$ cat src/rtl/alarm_ctrl_if.sv
// Key, time and alarm-display signal bundle between the keypad/clock side and alarm_ctrl.
// Pure wiring, no latency of its own.
// No backpressure: every signal is a level sampled each clock.
interface alarm_ctrl_if;
  logic [3:0] KEY_IN;
  logic [3:0] HOURS2;
  logic [3:0] HOURS1;
  logic [3:0] MINUTES2;
  logic [3:0] MINUTES1;
  logic [3:0] SECONDS2;
  logic [3:0] SECONDS1;
  logic [3:0] ALM_H2;
  logic [3:0] ALM_H1;
  logic [3:0] ALM_M2;
  logic [3:0] ALM_M1;
  logic       DISP_ALM;
  logic       ALARM_EN;
  logic       BEEP;

  // Keypad/clock side: drives keys and time, observes alarm outputs.
  modport master (
    output KEY_IN, HOURS2, HOURS1, MINUTES2, MINUTES1, SECONDS2, SECONDS1,
    input  ALM_H2, ALM_H1, ALM_M2, ALM_M1, DISP_ALM, ALARM_EN, BEEP
  );

  // Alarm controller side.
  modport slave (
    input  KEY_IN, HOURS2, HOURS1, MINUTES2, MINUTES1, SECONDS2, SECONDS1,
    output ALM_H2, ALM_H1, ALM_M2, ALM_M1, DISP_ALM, ALARM_EN, BEEP
  );
endinterface

$ cat src/rtl/alarm_ctrl.sv
// Alarm stage: holds alarm HH:MM, runs set/ring/snooze FSM, gates the beeper tone.
// Latency: key press acts 2 edges after the key falls; time match acts 2 edges after the time changes.
// No backpressure: keys and time are sampled every cycle, all outputs are registered.
module alarm_ctrl #(
  parameter int CLK_FREQ     = 50000000,
  parameter int TONE_HZ      = 2000,
  parameter int RING_SECONDS = 60,
  parameter int SNOOZE_MIN   = 5
) (
  input  logic         CLK_50M,
  input  logic         RST,
  alarm_ctrl_if.slave  io_alm
);

  localparam int TONE_HALF = CLK_FREQ / (2 * TONE_HZ);
  localparam int GATE_HALF = CLK_FREQ / 2;
  localparam int SNZ_TICKS = SNOOZE_MIN * 60;
  localparam int TONE_W    = $clog2(TONE_HALF + 1);
  localparam int GATE_W    = $clog2(GATE_HALF + 1);
  localparam int RING_W    = $clog2(RING_SECONDS + 1);
  localparam int SNZ_W     = $clog2(SNZ_TICKS + 1);

  typedef enum logic [2:0] {
    S_IDLE     = 3'd0,
    S_SET_HOUR = 3'd1,
    S_SET_MIN  = 3'd2,
    S_RINGING  = 3'd3,
    S_SNOOZE   = 3'd4
  } state_t;

  state_t              r_state;
  logic [3:0]          r_key;
  logic [3:0]          r_key_prev;
  logic [3:0]          r_h2, r_h1, r_m2, r_m1, r_s2, r_s1;
  logic [3:0]          r_s1_prev;
  logic                r_match_prev;
  logic [3:0]          r_alm_h2, r_alm_h1, r_alm_m2, r_alm_m1;
  logic                r_en;
  logic                r_disp;
  logic                r_beep;
  logic                r_tone;
  logic                r_gate;
  logic [TONE_W-1:0]   r_tone_cnt;
  logic [GATE_W-1:0]   r_gate_cnt;
  logic [RING_W-1:0]   r_ring_cnt;
  logic [SNZ_W-1:0]    r_snz_cnt;

  logic [3:0]          w_press;
  logic                w_k_snz, w_k_en, w_k_mode, w_k_inc;
  logic                w_tick;
  logic                w_match;
  logic                w_trig;
  logic [3:0]          w_hr_h2, w_hr_h1, w_mn_m2, w_mn_m1;
  logic                w_tone_wrap, w_gate_wrap;
  logic                w_tone_nxt, w_gate_nxt;

  // Register keys and time once; previous copies give edges and second ticks.
  always_ff @(posedge CLK_50M) begin
    if (RST) begin
      r_key        <= 4'hF;
      r_key_prev   <= 4'hF;
      r_h2         <= 4'd0;
      r_h1         <= 4'd0;
      r_m2         <= 4'd0;
      r_m1         <= 4'd0;
      r_s2         <= 4'd0;
      r_s1         <= 4'd0;
      r_s1_prev    <= 4'd0;
      r_match_prev <= 1'b0;
    end else begin
      r_key        <= io_alm.KEY_IN;
      r_key_prev   <= r_key;
      r_h2         <= io_alm.HOURS2;
      r_h1         <= io_alm.HOURS1;
      r_m2         <= io_alm.MINUTES2;
      r_m1         <= io_alm.MINUTES1;
      r_s2         <= io_alm.SECONDS2;
      r_s1         <= io_alm.SECONDS1;
      r_s1_prev    <= r_s1;
      r_match_prev <= w_match;
    end
  end

  // Press pulses with fixed priority snooze > enable > mode > increment, plus tick/trigger.
  always_comb begin
    w_press  = r_key_prev & ~r_key;
    w_k_snz  = w_press[3];
    w_k_en   = w_press[2] & ~w_press[3];
    w_k_mode = w_press[0] & ~w_press[3] & ~w_press[2];
    w_k_inc  = w_press[1] & ~w_press[3] & ~w_press[2] & ~w_press[0];
    w_tick   = (r_s1 != r_s1_prev);
    w_match  = (r_h2 == r_alm_h2) && (r_h1 == r_alm_h1) &&
               (r_m2 == r_alm_m2) && (r_m1 == r_alm_m1) &&
               (r_s2 == 4'd0) && (r_s1 == 4'd0);
    w_trig   = w_match & ~r_match_prev;
  end

  // Next BCD alarm hour (00..23) and minute (00..59) for the increment key.
  always_comb begin
    w_hr_h2 = r_alm_h2;
    w_hr_h1 = r_alm_h1 + 4'd1;
    if (r_alm_h2 == 4'd2 && r_alm_h1 == 4'd3) begin
      w_hr_h2 = 4'd0;
      w_hr_h1 = 4'd0;
    end else if (r_alm_h1 == 4'd9) begin
      w_hr_h2 = r_alm_h2 + 4'd1;
      w_hr_h1 = 4'd0;
    end
    w_mn_m2 = r_alm_m2;
    w_mn_m1 = r_alm_m1 + 4'd1;
    if (r_alm_m1 == 4'd9) begin
      w_mn_m1 = 4'd0;
      w_mn_m2 = (r_alm_m2 == 4'd5) ? 4'd0 : r_alm_m2 + 4'd1;
    end
  end

  // Tone and gate levels one cycle ahead, so BEEP is registered without extra lag.
  always_comb begin
    w_tone_wrap = (r_tone_cnt == TONE_W'(TONE_HALF - 1));
    w_gate_wrap = (r_gate_cnt == GATE_W'(GATE_HALF - 1));
    w_tone_nxt  = r_tone ^ w_tone_wrap;
    w_gate_nxt  = r_gate ^ w_gate_wrap;
  end

  // Alarm state machine with registered digits, LED, display select and beeper.
  always_ff @(posedge CLK_50M) begin
    if (RST) begin
      r_state    <= S_IDLE;
      r_alm_h2   <= 4'd0;
      r_alm_h1   <= 4'd7;
      r_alm_m2   <= 4'd0;
      r_alm_m1   <= 4'd0;
      r_en       <= 1'b0;
      r_disp     <= 1'b0;
      r_beep     <= 1'b0;
      r_tone     <= 1'b0;
      r_gate     <= 1'b0;
      r_tone_cnt <= '0;
      r_gate_cnt <= '0;
      r_ring_cnt <= '0;
      r_snz_cnt  <= '0;
    end else begin
      r_beep <= 1'b0;
      case (r_state)
        S_IDLE: begin
          if (w_k_mode) begin
            r_state <= S_SET_HOUR;
            r_disp  <= 1'b1;
          end else if (w_k_en) begin
            r_en <= ~r_en;
          end else if (w_trig && r_en) begin
            // Fresh ring: first gate half on, tone starts low.
            r_state    <= S_RINGING;
            r_ring_cnt <= '0;
            r_tone_cnt <= '0;
            r_gate_cnt <= '0;
            r_tone     <= 1'b0;
            r_gate     <= 1'b1;
          end
        end
        S_SET_HOUR: begin
          if (w_k_inc) begin
            r_alm_h2 <= w_hr_h2;
            r_alm_h1 <= w_hr_h1;
          end else if (w_k_mode) begin
            r_state <= S_SET_MIN;
          end
        end
        S_SET_MIN: begin
          if (w_k_inc) begin
            r_alm_m2 <= w_mn_m2;
            r_alm_m1 <= w_mn_m1;
          end else if (w_k_mode) begin
            r_state <= S_IDLE;
            r_disp  <= 1'b0;
          end
        end
        S_RINGING: begin
          if (w_k_snz) begin
            r_state   <= S_SNOOZE;
            r_snz_cnt <= '0;
          end else if (w_k_en) begin
            r_state <= S_IDLE;
          end else if (w_tick && r_ring_cnt == RING_W'(RING_SECONDS - 1)) begin
            r_state <= S_IDLE;
          end else begin
            if (w_tick) begin
              r_ring_cnt <= r_ring_cnt + RING_W'(1);
            end
            r_tone_cnt <= w_tone_wrap ? '0 : r_tone_cnt + TONE_W'(1);
            r_gate_cnt <= w_gate_wrap ? '0 : r_gate_cnt + GATE_W'(1);
            r_tone     <= w_tone_nxt;
            r_gate     <= w_gate_nxt;
            r_beep     <= w_tone_nxt & w_gate_nxt;
          end
        end
        S_SNOOZE: begin
          if (w_k_en) begin
            r_state <= S_IDLE;
          end else if (w_tick) begin
            if (r_snz_cnt == SNZ_W'(SNZ_TICKS - 1)) begin
              r_state    <= S_RINGING;
              r_ring_cnt <= '0;
              r_tone_cnt <= '0;
              r_gate_cnt <= '0;
              r_tone     <= 1'b0;
              r_gate     <= 1'b1;
            end else begin
              r_snz_cnt <= r_snz_cnt + SNZ_W'(1);
            end
          end
        end
        default: begin
          r_state <= S_IDLE;
          r_disp  <= 1'b0;
        end
      endcase
    end
  end

  assign io_alm.ALM_H2   = r_alm_h2;
  assign io_alm.ALM_H1   = r_alm_h1;
  assign io_alm.ALM_M2   = r_alm_m2;
  assign io_alm.ALM_M1   = r_alm_m1;
  assign io_alm.DISP_ALM = r_disp;
  assign io_alm.ALARM_EN = r_en;
  assign io_alm.BEEP     = r_beep;

endmodule

$ cat src/flat_wrapper.sv
// flat-port wrapper written by rule: the top's interface ports become plain ports
module alarm_ctrl_flat 
#(
  parameter int CLK_FREQ     = 50000000,
  parameter int TONE_HZ      = 2000,
  parameter int RING_SECONDS = 60,
  parameter int SNOOZE_MIN   = 5
)
  (CLK_50M, RST, io_alm_KEY_IN, io_alm_HOURS2, io_alm_HOURS1, io_alm_MINUTES2, io_alm_MINUTES1, io_alm_SECONDS2, io_alm_SECONDS1, io_alm_ALM_H2, io_alm_ALM_H1, io_alm_ALM_M2, io_alm_ALM_M1, io_alm_DISP_ALM, io_alm_ALARM_EN, io_alm_BEEP);
  alarm_ctrl_if io_alm_i ();
  input  logic CLK_50M;
  input  logic RST;
  input wire logic [$bits(io_alm_i.KEY_IN)-1:0] io_alm_KEY_IN;
  input wire logic [$bits(io_alm_i.HOURS2)-1:0] io_alm_HOURS2;
  input wire logic [$bits(io_alm_i.HOURS1)-1:0] io_alm_HOURS1;
  input wire logic [$bits(io_alm_i.MINUTES2)-1:0] io_alm_MINUTES2;
  input wire logic [$bits(io_alm_i.MINUTES1)-1:0] io_alm_MINUTES1;
  input wire logic [$bits(io_alm_i.SECONDS2)-1:0] io_alm_SECONDS2;
  input wire logic [$bits(io_alm_i.SECONDS1)-1:0] io_alm_SECONDS1;
  output wire logic [$bits(io_alm_i.ALM_H2)-1:0] io_alm_ALM_H2;
  output wire logic [$bits(io_alm_i.ALM_H1)-1:0] io_alm_ALM_H1;
  output wire logic [$bits(io_alm_i.ALM_M2)-1:0] io_alm_ALM_M2;
  output wire logic [$bits(io_alm_i.ALM_M1)-1:0] io_alm_ALM_M1;
  output wire logic [$bits(io_alm_i.DISP_ALM)-1:0] io_alm_DISP_ALM;
  output wire logic [$bits(io_alm_i.ALARM_EN)-1:0] io_alm_ALARM_EN;
  output wire logic [$bits(io_alm_i.BEEP)-1:0] io_alm_BEEP;
  assign io_alm_i.KEY_IN = io_alm_KEY_IN;
  assign io_alm_i.HOURS2 = io_alm_HOURS2;
  assign io_alm_i.HOURS1 = io_alm_HOURS1;
  assign io_alm_i.MINUTES2 = io_alm_MINUTES2;
  assign io_alm_i.MINUTES1 = io_alm_MINUTES1;
  assign io_alm_i.SECONDS2 = io_alm_SECONDS2;
  assign io_alm_i.SECONDS1 = io_alm_SECONDS1;
  assign io_alm_ALM_H2 = io_alm_i.ALM_H2;
  assign io_alm_ALM_H1 = io_alm_i.ALM_H1;
  assign io_alm_ALM_M2 = io_alm_i.ALM_M2;
  assign io_alm_ALM_M1 = io_alm_i.ALM_M1;
  assign io_alm_DISP_ALM = io_alm_i.DISP_ALM;
  assign io_alm_ALARM_EN = io_alm_i.ALARM_EN;
  assign io_alm_BEEP = io_alm_i.BEEP;
  alarm_ctrl #(.CLK_FREQ(CLK_FREQ), .TONE_HZ(TONE_HZ), .RING_SECONDS(RING_SECONDS), .SNOOZE_MIN(SNOOZE_MIN)) u_core (.CLK_50M(CLK_50M), .RST(RST), .io_alm(io_alm_i));
endmodule
$ cat config.mk
export PLATFORM = sky130hd
export DESIGN_NAME = alarm_ctrl_flat
export DESIGN_NICKNAME = d
export VERILOG_FILES = /design/src/rtl/alarm_ctrl_if.sv /design/src/rtl/alarm_ctrl.sv /design/src/flat_wrapper.sv
export SDC_FILE = /design/constraint.sdc
export NUM_CORES = 1
export LEC_CHECK = 0
export CELL_PAD_IN_SITES_DETAIL_PLACEMENT = 1
export CELL_PAD_IN_SITES_GLOBAL_PLACEMENT = 1
export CORE_MARGIN = 2
export CORE_UTILIZATION = 42
export CTS_BUF_LIST = sky130_fd_sc_hd__clkbuf_2
export CTS_CLUSTER_DIAMETER = 40
export CTS_CLUSTER_SIZE = 25
export DETAILED_ROUTE_END_ITERATION = 7
export PLACE_DENSITY_LB_ADDON = 0.1
export SLEW_MARGIN = 25
export SYNTH_ARGS = -nofsm -noshare
export SYNTH_HDL_FRONTEND = slang
export SYNTH_SLANG_ARGS = --single-unit
$ cat constraint.sdc
create_clock -name CLK_50M -period 2.65 [get_ports CLK_50M]
set_clock_uncertainty 0.05 [all_clocks]
set_input_delay 0.795 -clock CLK_50M [delete_from_list [all_inputs] [get_ports CLK_50M]]
set_output_delay 0.795 -clock CLK_50M [all_outputs]
set_load 0.01 [all_outputs]
[After elaboration in Yosys (flattened, before gate mapping)]
Index checks and enable logic that the tools add are counted.
Storage, ports and cells
  register bits after elaboration: 115
  bits in latches: 0
  bits in writable memories: 0
  bits in read-only memories: 0
  input bits: 30
  output and inout bits: 19
  word-level logic and storage cells: 200
  memories: 0
Operators by class
  $add $sub $neg: 8
  multipliers: 0
  div/mod/pow operators: 0
  magnitude comparators: 0
  eq/ne operators: 40
  shift operators: 0
  mux-type cells: 82
  bitwise logic cells: 20
  reduce and logical (&&, ||, !) cells: 26
Operators by type and width (count)
  $mux W25: 10
  $mux W14: 10
  $pmux W25 S3: 1
  $mux W6: 10
  $pmux W14 S3: 1
  $mux W3: 13
  $mux W9: 4
  $add A25 B1 Y25 const B: 1
  $eq A25 B25 Y1 const B: 1
  $mux W4: 6
  $mux W1: 21
  $ne A2 B2 Y1 const B: 9
  $pmux W6 S3: 1
  $pmux W9 S2: 1
  $add A4 B1 Y4 const B: 4
  $eq A4 B4 Y1: 4
  $ne A2 B1 Y1 const B: 8
  $pmux W3 S5: 1
  $add A14 B1 Y14 const B: 1
  $eq A14 B14 Y1 const B: 1
  $reduce_and A11 Y1: 1
  $reduce_and A10 Y1: 1
  $add A9 B1 Y9 const B: 1
  $eq A9 B9 Y1 const B: 1
  other kinds (30): 64

[Depth between registers and ports, before layout]
  depth after elaboration: 12
  mapped depth: 11
  mapped depth without buffers: 8

[Worst setup path after synthesis]
OpenSTA, ideal clock, no wires.
  kind: register to register
  start point: register u_core.r_alm_m1[1], in the netlist u_core.io_alm.ALM_M1[1]
  end point: register u_core.r_gate_cnt[17]
  setup time: 0.117 ns
  arrival time: 2.327 ns
  data required time: 2.483 ns
  slack: 0.156 ns
  stages on the path, launching flop included: 11
  path buffers: 3
  clock period less this slack: 2.494 ns
  cell sequence: dfxtp_1 buf_2 xor2_1 nor4_2 nand4b_1 o21a_1 buf_6 or3_4 buf_6 a211o_1 a32o_1
Between the ends
  longest elaborated chain between the ends: 8
RTL lines
  from (decl): RTL line alarm_ctrl.sv:37  | logic [3:0] r_alm_h2, r_alm_h1, r_alm_m2, r_alm_m1;
  from (signal assigned): RTL line alarm_ctrl.sv:172  | r_alm_m1 <= w_mn_m1;
  $eq A4 B4 Y1: RTL line alarm_ctrl.sv:93  | (r_m2 == r_alm_m2) && (r_m1 == r_alm_m1) &&
  $logic_and A1 B1 Y1 (2 in a row): RTL line alarm_ctrl.sv:93
  $logic_and A1 B1 Y1: RTL line alarm_ctrl.sv:94  | (r_s2 == 4'd0) && (r_s1 == 4'd0);
  $and A1 B1 Y1: RTL line alarm_ctrl.sv:95  | w_trig = w_match & ~r_match_prev;
  $logic_and A1 B1 Y1: RTL line alarm_ctrl.sv:151  | end else if (w_trig && r_en) begin
  $ne A2 B1 Y1 (no line)
  $reduce_and A10 Y1 (no line)
  to (signal assigned): RTL line alarm_ctrl.sv:191  | r_gate_cnt <= w_gate_wrap ? '0 : r_gate_cnt + GATE_W'(1);
  to (decl): RTL line alarm_ctrl.sv:44  | logic [GATE_W-1:0] r_gate_cnt;
No other way between the ends.
A chain may end at the register's enable or synchronous reset.

[Worst setup path after layout]
  start point: register u_core.r_snz_cnt[6]
  end point: register u_core.r_gate_cnt[23]
Between the ends
  longest elaborated chain between the ends: 3
RTL lines
  from (decl): RTL line alarm_ctrl.sv:46  | logic [SNZ_W-1:0] r_snz_cnt;
  from (signal assigned): RTL line alarm_ctrl.sv:209  | r_snz_cnt <= r_snz_cnt + SNZ_W'(1);
  $eq A9 B9 Y1: RTL line alarm_ctrl.sv:201  | if (r_snz_cnt == SNZ_W'(SNZ_TICKS - 1)) begin
  $ne A2 B1 Y1 (no line)
  $reduce_and A10 Y1 (no line)
No other way between the ends.

==> results.ini <==
[synth]
synthSimpleGateAreaFrac_pct=28.51
synthAdderAreaFrac_pct=1.803
synth_top_family_by_area=simple AND/OR/NAND/NOR gates
synth_edf_count=0
synth_cells=652
ys_seq_elements=115
yosysSeqAreaShare_pct=41.47
synth_compound_area_share_pct=18.14
synth.distinct_cells=57
synthFlopType=dfxtp_1
netlist_area_mm2=0.005552
async_flop_share_pct=0
synthMuxAreaShare_pct=0.9240
synth_nets=690
yosys_warnings=0
synth_xor_area_share_pct=5.048
syn_avg_cell_area_um2=8.515

[power_and_ir_drop]
cellPowerDensity_mw_per_mm2=507.3
max-vdd-ir-drop_uv=353.2
seqPwrFrac_pct=52.6
p_clk_share_pct=37.2
leakage_nw=2.446
netSwitchingFraction_pct=27.93
p_int_w=0.002458
fin_total_pwr_w=0.003411
combPwrFrac_pct=10.2
net-switching-power_w=0.0009528

[layout]
syn_to_final_growth_pct=21.12
drive_gt1_share_pct=14.81
fin_cells=913
nNetsFinal=761
postLayoutCoreUtil_pct=51.39

[setup_path]
worst-setup-path-type=reg2reg
arrival_ns=3.19
worst-path-max-fanout=11
cp-start-kind=flop
worst_ep_required_time_ns=3.24
end_kind=flop

[cts]
clockBufferDepth=2
worstSkewPairLatency_ns=0.69
cts_made_buffers=17
cts.sink_count=115
holdBufCountCts=0
cts_tree=yes
cts-htree-levels=4
path_clk_slew_ns=0.18
ctsRootBufferMaster=clkbuf_2

[timing]
timing.slew.headroom_pct=47.76
slew_violations=0
hold_violations=0
worst_pin_slew_ns=0.7807
period_share_pct=97.88
max_freq_mhz=385.5
finalCriticalPeriod_ns=2.594
finalSetupViolations=0

[routing]
drc=0
detail-route-antenna-nets=0
routedWlPerCell_um=17.37
drtIter0Drc=241
routed_wl_um=15860
drt_pass1_iterations=5
dr_total_vias=5207
avgViaCountPerCell=5.703

[placed_design]
dp.final_hpwl_um=11150
placed_cells=877
gp_congestion=0.8202
numPortBuffers=48

[grt]
grt_remaining_overflow=0
antenna_found_initial=1
grt_pass1_vias=5355
grt_max_degree=37
grt_usage_pct=22.74
grt_pass1_wl_um=26030

[floorplanning]
coreArea_mm2=0.01309
die-area_mm2=0.01415
chipWidth_um=119.0
io_pins=49
row_count=42
die_y_um=119.0
initial_core_util_pct=42.43

[run_status]
status=completed

[run]
drv_cap=0

[worst_hold_path]
hp-class=reg2reg

metrics by stage:
step	hold slack, ns	setup slack [ns]	area, um^2	TNS (ns)
final	0.4123	0.05622	6724	0
after detailed placement	0.3806	0.05194	6385	0
after CTS	0.3853	0.002067	6669	0
after global routing	0.4089	-0.04696	6724	-0.5298
after floorplan	0.3575	0.1561	5552	0
after global placement	0.3734	0.1242	6385	0
flip-flops by register name, summed over array words and instances, names as in the netlist, 3 cells and up:
signal and cells:
u_core.io_alm.ALM_H1 4, u_core.io_alm.ALM_H2 4, u_core.io_alm.ALM_M1 4, u_core.io_alm.ALM_M2 4
u_core.r_gate_cnt 25, u_core.r_h1 4, u_core.r_h2 4, u_core.r_key 4
u_core.r_key_prev 4, u_core.r_m1 4, u_core.r_m2 4, u_core.r_ring_cnt 6
u_core.r_s1 4, u_core.r_s1_prev 4, u_core.r_s2 4, u_core.r_snz_cnt 9
u_core.r_state 3, u_core.r_tone_cnt 14
final cells by class:
type | instances | area [um^2]
Tap cell | 176 | 220.2
Clock buffer | 17 | 85.08
Sequential cell | 115 | 2323
Clock inverter | 15 | 185.2
Fill cell | 1553 | 6361
Multi-Input combinational cell | 485 | 3044
Inverter | 18 | 67.56
Antenna cell | 1 | 2.502
Timing Repair Buffer | 86 | 795.8
layout by cell type, fill, tap and decap left out, types with 5 or more instances in the layout:
cell | Yosys | final
o32ai_1 | 6 | 6
a311oi_1 | 7 | 7
nand2_1 | 53 | 52
dfxtp_2 | 0 | 17
o41ai_1 | 10 | 10
o311ai_0 | 5 | 5
buf_4 | 0 | 37
clkdlybuf4s50_1 | 0 | 41
nor3b_1 | 9 | 9
clkinvlp_4 | 0 | 5
or4_1 | 8 | 8
nand2b_1 | 6 | 6
dfxtp_1 | 115 | 98
clkbuf_2 | 0 | 17
o211ai_1 | 8 | 8
nor2_1 | 52 | 52
nand3_1 | 31 | 31
nor4_1 | 13 | 12
clkinv_4 | 0 | 5
ha_1 | 8 | 8
or3_1 | 7 | 7
a21oi_1 | 35 | 35
nor3_1 | 20 | 20
o31ai_1 | 9 | 9
and3_1 | 13 | 13
a31oi_1 | 5 | 5
a32o_1 | 11 | 11
inv_1 | 17 | 17
nand4_1 | 13 | 13
xnor2_1 | 10 | 10
xor2_1 | 22 | 22
o21ai_0 | 28 | 28
nor2b_1 | 38 | 38
or2_2 | 10 | 10
path summary, 6_finish.rpt:
path                             from               endpoint  slack (ns)  cells after the start
hold reg to reg       u_core.r_key[0]   u_core.r_key_prev[0]        0.41                      1
hold / removal        u_core.r_key[0]   u_core.r_key_prev[0]        0.41                      1
setup reg to reg  u_core.r_snz_cnt[6]  u_core.r_gate_cnt[23]        0.06                      7
setup / recovery  u_core.r_snz_cnt[6]  u_core.r_gate_cnt[23]        0.06                      7
worst max-delay path, stage by stage (launching register included):
cell	delay [ns]
dfxtp_2	0.37
or4b_1	0.57
o21a_1	0.25
o21a_2	0.27
or3_4	0.47
nor3_1	0.20
buf_4	0.22
a32o_1	0.15
power groups by stage:
stage | Clock [W] | Combinational, W | Sequential (W)
2_1_floorplan | 0 | 0.000204 | 0.00182
3_3_place_gp | 0 | 0.000323 | 0.00183
3_5_place_dp | 0 | 0.000332 | 0.00183
4_1_cts | 0.00131 | 0.000334 | 0.00180
5_1_grt | 0.00138 | 0.000380 | 0.00180
6_report | 0.00127 | 0.000348 | 0.00180
cell families after synthesis:
family          Yosys count
buf+inv                  53
simple gates            293
compound gates          146
fa+ha+maj                 8
xor+xnor                 32
flops                   115
mux                       5
metal layers:
| metal | vias up | global-route usage, % | part of all wire [%] |
|---|---|---|---|
| met2 | 105 | 39.55 | 49 |
| met1 | 2535 | 27.54 | 45 |
| met3 | 34 | 4.167 | 3.4 |
| met5 | - | 0 | 0 |
| met4 | 0 | 9.449 | 2.3 |
| li1 | 2533 | - | - |
synth_stat cells (8+ instances only):
cell type  number  area, um^2
o21ai_0        28       140.1
nand2_1        53       198.9
nor4_1         13       81.33
or4_1           8       60.06
clkbuf_1       26       97.59
o31ai_1         9       67.56
nor2_1         52       195.2
nand3_1        31       155.2
xor2_1         22       192.7
a21oi_1        35       175.2
nor2b_1        38       237.7
o211ai_1        8       60.06
nor3_1         20       100.1
dfxtp_1       115        2302
nor3b_1         9       67.56
or2_2          10       62.56
and3_1         13       81.33
a32o_1         11       110.1
nand4_1        13       81.33
inv_1          17       63.81
o41ai_1        10       87.58
xnor2_1        10       87.58
ha_1            8       100.1
repair_timing:
item / 4_1_cts / 5_1_grt
buffers inserted: 0 / 2
gates resized for setup: 15 / 12
endpoints found under the setup margin: 13 / 28
cloned: 0 / 1
pin swaps: 0 / 1
(Power assumes the default switching activity.)
